==> src/rtl/priority_encoder_pkg.sv <==
`timescale 1ns/1ps
`default_nettype none
// +----------------------------------------------------------------------+
// | priority_encoder_pkg                                                 |
// | Shared constants and helpers for the priority encoder slice.         |
// | Revision: 1.0                                                        |
// +----------------------------------------------------------------------+
package priority_encoder_pkg;

  localparam int DEFAULT_WIDTH = 4;

  // Index width for a request vector of w bits; w >= 2 is always legal,
  // the guard keeps a degenerate width from producing a zero-width bus.
  function automatic int pe_index_width(input int w);
    return (w < 2) ? 1 : $clog2(w);
  endfunction

endpackage
`default_nettype wire

==> src/rtl/priority_encoder_core.sv <==
`timescale 1ns/1ps
`default_nettype none
// +----------------------------------------------------------------------+
// | priority_encoder_core                                                |
// | Purely combinational highest-set-bit scan.                           |
// | Revision: 1.0                                                        |
// |                                                                      |
// | Ports:                                                               |
// |   a_i      [WIDTH-1:0] request vector, MSB has highest priority      |
// |   y_o      [IW-1:0]    index of highest set bit (0 when a_i == 0)    |
// |   valid_o              1 iff a_i != 0                                |
// |   onehot_o [WIDTH-1:0] one-hot of the winning bit, 0 when idle       |
// +----------------------------------------------------------------------+
module priority_encoder_core
  import priority_encoder_pkg::*;
#(
  parameter  int WIDTH = DEFAULT_WIDTH,
  localparam int IW    = pe_index_width(WIDTH)
) (
  input  logic [WIDTH-1:0] a_i,
  output logic [IW-1:0]    y_o,
  output logic             valid_o,
  output logic [WIDTH-1:0] onehot_o
);

  // LSB-to-MSB scan: every hit overwrites the previous one, so the last
  // (most significant) set bit is what remains at the end of the loop.
  always_comb begin
    y_o      = '0;
    valid_o  = 1'b0;
    onehot_o = '0;
    for (int i = 0; i < WIDTH; i++) begin
      if (a_i[i]) begin
        y_o         = IW'(i);
        valid_o     = 1'b1;
        onehot_o    = '0;
        onehot_o[i] = 1'b1;
      end
    end
  end

endmodule
`default_nettype wire

==> src/rtl/priority_encoder.sv <==
`timescale 1ns/1ps
`default_nettype none
// +----------------------------------------------------------------------+
// | priority_encoder                                                     |
// | Highest-priority encoder with combinational result and a registered  |
// | copy for pipelined consumers.                                        |
// | Revision: 1.0                                                        |
// |                                                                      |
// | Ports:                                                               |
// |   y        [IW-1:0]    combinational index of highest set bit of a   |
// |   valid                combinational, 1 iff a != 0                   |
// |   a        [WIDTH-1:0] request vector, bit WIDTH-1 highest priority  |
// |   clk                  rising-edge clock for the output registers    |
// |   reset                asynchronous active-high, clears *_q outputs  |
// |   onehot   [WIDTH-1:0] combinational one-hot of the winning bit      |
// |   y_q, valid_q, onehot_q  the above, registered one cycle later      |
// +----------------------------------------------------------------------+
module priority_encoder
  import priority_encoder_pkg::*;
#(
  parameter  int WIDTH = DEFAULT_WIDTH,
  localparam int IW    = pe_index_width(WIDTH)
) (
  output logic [IW-1:0]    y,
  output logic             valid,
  input  logic [WIDTH-1:0] a,
  input  logic             clk,
  input  logic             reset,
  output logic [WIDTH-1:0] onehot,
  output logic [IW-1:0]    y_q,
  output logic             valid_q,
  output logic [WIDTH-1:0] onehot_q
);

  logic [IW-1:0]    y_d;
  logic             valid_d;
  logic [WIDTH-1:0] onehot_d;

  priority_encoder_core #(
    .WIDTH (WIDTH)
  ) u_core (
    .a_i      (a),
    .y_o      (y_d),
    .valid_o  (valid_d),
    .onehot_o (onehot_d)
  );

  // Combinational outputs bypass the register stage and ignore reset.
  assign y      = y_d;
  assign valid  = valid_d;
  assign onehot = onehot_d;

  always_ff @(posedge clk or posedge reset) begin
    if (reset) begin
      y_q      <= '0;
      valid_q  <= 1'b0;
      onehot_q <= '0;
    end else begin
      y_q      <= y_d;
      valid_q  <= valid_d;
      onehot_q <= onehot_d;
    end
  end

endmodule
`default_nettype wire

==> config.mk <==
export PLATFORM = sky130hd
export DESIGN_NAME = priority_encoder
export DESIGN_NICKNAME = d
export VERILOG_FILES = /design/src/rtl/priority_encoder_pkg.sv /design/src/rtl/priority_encoder_core.sv /design/src/rtl/priority_encoder.sv
export SDC_FILE = /design/constraint.sdc
export NUM_CORES = 1
export LEC_CHECK = 0
export BUFFER_PORTS_ARGS = -buffer_cell sky130_fd_sc_hd__buf_4
export CAP_MARGIN = 20
export CORE_AREA = 5 5 42 44
export CTS_BUF_LIST = sky130_fd_sc_hd__clkbuf_8
export CTS_CLUSTER_SIZE = 25
export DETAILED_ROUTE_END_ITERATION = 12
export DIE_AREA = 0 0 47 49
export GPL_ROUTABILITY_DRIVEN = 0
export GPL_TIMING_DRIVEN = 0
export PLACE_DENSITY = 0.47
export SLEW_MARGIN = 25
export SYNTH_ARGS = -nofsm -noshare
export SYNTH_HDL_FRONTEND = slang
export SYNTH_SLANG_ARGS = --single-unit
==> constraint.sdc <==
create_clock -name clk -period 0.8 [get_ports clk]
set_input_delay 0.12 -clock clk [delete_from_list [all_inputs] [get_ports clk]]
set_output_delay 0.12 -clock clk [all_outputs]
set_load 0.05 [all_outputs]
==> metrics.txt <==
# TYPE chip_impl_metric gauge
chip_impl_info{name="run_status",value="finished, violations left"} 1
chip_impl_info{name="violations_in_the_final_reports",value="negative setup slack"} 1
chip_impl_metric{name="grt_start_max_net_pins",unit=""} 8
chip_impl_metric{name="port_buffers",unit=""} 19
chip_impl_metric{name="detail_route.drc_violations",unit=""} 0
chip_impl_info{name="startpoint_type",value="primary input"} 1
chip_impl_metric{name="drt-vias-per-instance",unit=""} 3.74
chip_impl_metric{name="grt_remaining_overflow",unit=""} 0
chip_impl_info{name="clock_tree.root_cell",value="clkbuf_8"} 1
chip_impl_info{name="tritoncts_clock_tree",value="yes"} 1
chip_impl_metric{name="numCtsBuffers",unit=""} 3
chip_impl_metric{name="synthesis.nets",unit=""} 23
chip_impl_metric{name="netlist_instances",unit=""} 17
chip_impl_info{name="endpoint",value="valid"} 1
chip_impl_metric{name="ff_latch_area",unit="um2"} 175
chip_impl_metric{name="initial_utilization",unit=""} 0.165
chip_impl_metric{name="worst_hold_slack",unit="ns"} 0.0139
chip_impl_metric{name="first_global_vias",unit=""} 255
chip_impl_metric{name="maxSlewHeadroom",unit=""} 0.820
chip_impl_metric{name="first_pass_iters",unit=""} 2
chip_impl_metric{name="worst-endpoint-required",unit="ns"} 0.68
chip_impl_metric{name="route.final.wire_length",unit="um"} 684
chip_impl_metric{name="synth.yosys.seq_area_share",unit=""} 0.757
chip_impl_metric{name="vias",unit=""} 217
chip_impl_metric{name="syn_area",unit="um2"} 231
chip_impl_metric{name="leakagePower",unit="uW"} 0.000269
chip_impl_metric{name="transition_at_the_pin_with_the_smallest_max_transition_slack",unit="ns"} 0.270
chip_impl_metric{name="die_h",unit="um"} 49
chip_impl_metric{name="synth-edff-count",unit=""} 0
chip_impl_metric{name="finalWorstSetupSlack",unit="ns"} -0.301
chip_impl_metric{name="fmax",unit="MHz"} 908
chip_impl_metric{name="fillerInstances",unit=""} 148
chip_impl_metric{name="number_of_storage_elements_in_the_synthesis_netlist",unit=""} 7
chip_impl_metric{name="rows",unit=""} 14
chip_impl_metric{name="cts.clk_slew.worst_paths",unit="ns"} 0.04
chip_impl_metric{name="cts-htree-levels",unit=""} 1
chip_impl_metric{name="grt_first_pass_wirelength",unit="mm"} 1.21
chip_impl_metric{name="antenna_cells",unit=""} 0
chip_impl_metric{name="wl_per_cell",unit="um"} 11.8
chip_impl_metric{name="postLayoutCoreUtil",unit=""} 0.379
chip_impl_metric{name="synth-warning-count",unit=""} 0
chip_impl_metric{name="p_sw",unit="uW"} 322
chip_impl_metric{name="fp.dieW",unit="um"} 47
chip_impl_info{name="synthTopCellsByArea",value="dfrtp_1, inv_1, or2_4"} 1
chip_impl_metric{name="finish.instance_area",unit="um2"} 532
chip_impl_metric{name="internal_power",unit="uW"} 799
chip_impl_metric{name="dp_worst_setup_slack",unit="ns"} -0.378
chip_impl_metric{name="drv_cap",unit=""} 0
chip_impl_metric{name="cts_num_sinks",unit=""} 7
chip_impl_metric{name="critPathMaxFanout",unit=""} 4
chip_impl_metric{name="yosys_top_cell_area_share",unit=""} 0.757
chip_impl_metric{name="irDropWorstVdd",unit="V"} 0.00116
chip_impl_metric{name="power_frac_seq",unit=""} 0.337
chip_impl_metric{name="layout-drive-gt1-share",unit=""} 0.690
chip_impl_metric{name="syn-mean-instance-area",unit="um2"} 13.6
chip_impl_metric{name="yosys_cell_types",unit=""} 8
chip_impl_metric{name="boundary_pin_count",unit=""} 20
chip_impl_metric{name="synthArstFlopShare",unit=""} 1.00
chip_impl_metric{name="clkPwrFrac",unit=""} 0.432
chip_impl_metric{name="worstPathArrival",unit="ns"} 0.98
chip_impl_metric{name="finalPower",unit="uW"} 1120
chip_impl_metric{name="place_area",unit="um2"} 415
chip_impl_metric{name="max-clock-path-buffers",unit=""} 2
chip_impl_metric{name="die_ar",unit="um2"} 2300
chip_impl_info{name="synth.top_cells.by_count",value="dfrtp_1, inv_1, nor2_1"} 1
chip_impl_metric{name="dr.first_iter.drc_count",unit=""} 2
chip_impl_info{name="post-synth-top-area-cell",value="dfrtp_1"} 1
chip_impl_metric{name="area_delta_synth_final",unit="%"} 130
chip_impl_info{name="critical_path_class",value="in2out"} 1
chip_impl_info{name="cp-end-kind",value="output pin"} 1
chip_impl_info{name="critPathLaunch",value="a[2]"} 1
chip_impl_info{name="yosysMostFrequentCell",value="dfrtp_1"} 1
chip_impl_info{name="worst_hold_path_type",value="in2reg"} 1
chip_impl_metric{name="coreArea",unit="um2"} 1400
chip_impl_metric{name="grt_antenna_before_repair",unit=""} 0
chip_impl_metric{name="final_setup_violations",unit=""} 10
chip_impl_metric{name="power.switching_fraction",unit=""} 0.287
chip_impl_metric{name="nets",unit=""} 49
chip_impl_info{name="grt_setup_unrepaired",value="true"} 1
chip_impl_metric{name="tot_gr_track_use",unit=""} 0.0782
chip_impl_metric{name="multi_input_area",unit="um2"} 63.8
chip_impl_metric{name="detail_route_antenna_nets",unit=""} 0
chip_impl_metric{name="maxSlewViolCount",unit=""} 0
chip_impl_metric{name="comb_power_share",unit=""} 0.231
chip_impl_info{name="synth_top_flop_cell",value="dfrtp_1"} 1
chip_impl_metric{name="power_density",unit="nW/um2"} 2110
chip_impl_metric{name="hold_fails_final_rpt",unit=""} 0
chip_impl_metric{name="fin_crit",unit="ns"} 1.10
chip_impl_metric{name="final_min_period_over_clock_period",unit=""} 1.38
per-stage QoR:
stage | std cells | TNS [ns]
global route | 58 | -1.43
finish | 58 | -1.15
detailed placement | 52 | -1.03
floorplan | 17 | -1.62
CTS | 58 | -1.23
global placement | 52 | -0.995
power by group through the flow:
stage	sequential, uW	clock (uW)	combinational (uW)
after CTS	379	490	261
final	378	485	259
after detailed placement	380	0	232
after global placement	380	0	230
after floorplan	436	0	91.5
after global routing	380	521	272
final cells by class:
cell class / count / area share
clock buffer: 3 / 0.0776
tap: 16 / 0.0376
sequential: 7 / 0.329
multi-input combinational: 6 / 0.120
timing repair buffer: 21 / 0.393
buffer: 1 / 0.0141
clock inverter: 1 / 0.00706
inverter: 3 / 0.0212
worst min-delay path by stage:
stage,startpoint,to,depth (start not counted)
after CTS,a[3],onehot_q[3]$_DFF_PP0_,1
after floorplan,reset,onehot_q[0]$_DFF_PP0_,1
after global routing,a[3],onehot_q[3]$_DFF_PP0_,1
after detailed placement,reset,onehot_q[1]$_DFF_PP0_,2
final,a[3],onehot_q[3]$_DFF_PP0_,1
after global placement,reset,onehot_q[1]$_DFF_PP0_,2
critical path, stage by stage:
cell   delay, ns
buf_6       0.09
or2_4       0.26
or3_4       0.34
buf_6       0.16
cell families (layout without fill, tap and decap cells):
group	count (synthesis)	after routing	share of synthesized area
AO/OA/AOI/OAI	1	1	0.0324
flip-flops	7	7	0.757
AND/OR/NAND/NOR	5	5	0.130
buffers and inverters	4	29	0.0811
state kept, by name, indices dropped and copies added, names as in the netlist:
name,count
onehot_q,4
y_q,2
valid_q,1
cell usage in the layout (no fill, tap or decap), types with 3 or more instances in the layout:
master	instances
buf_6	11
buf_4	9
inv_1	4
clkbuf_8	3
dfrtp_1	7
repair_timing:
action,CTS,global route
hold endpoints to repair,7,0
hold buffers,1,0
resized for setup,14,0
setup buffers,1,0
setup endpoints to repair,11,11
pin swaps,1,1
metal layers:
metal / vias to the layer above / track usage / part of all wire
met5: - / 0 / 0
met4: 0 / 0.0276 / 0
met3: 0 / 0.0886 / 0.20
met1: 95 / 0.0837 / 0.38
li1: 100 / - / -
met2: 22 / 0.0973 / 0.42
(Power assumes the default switching activity.)
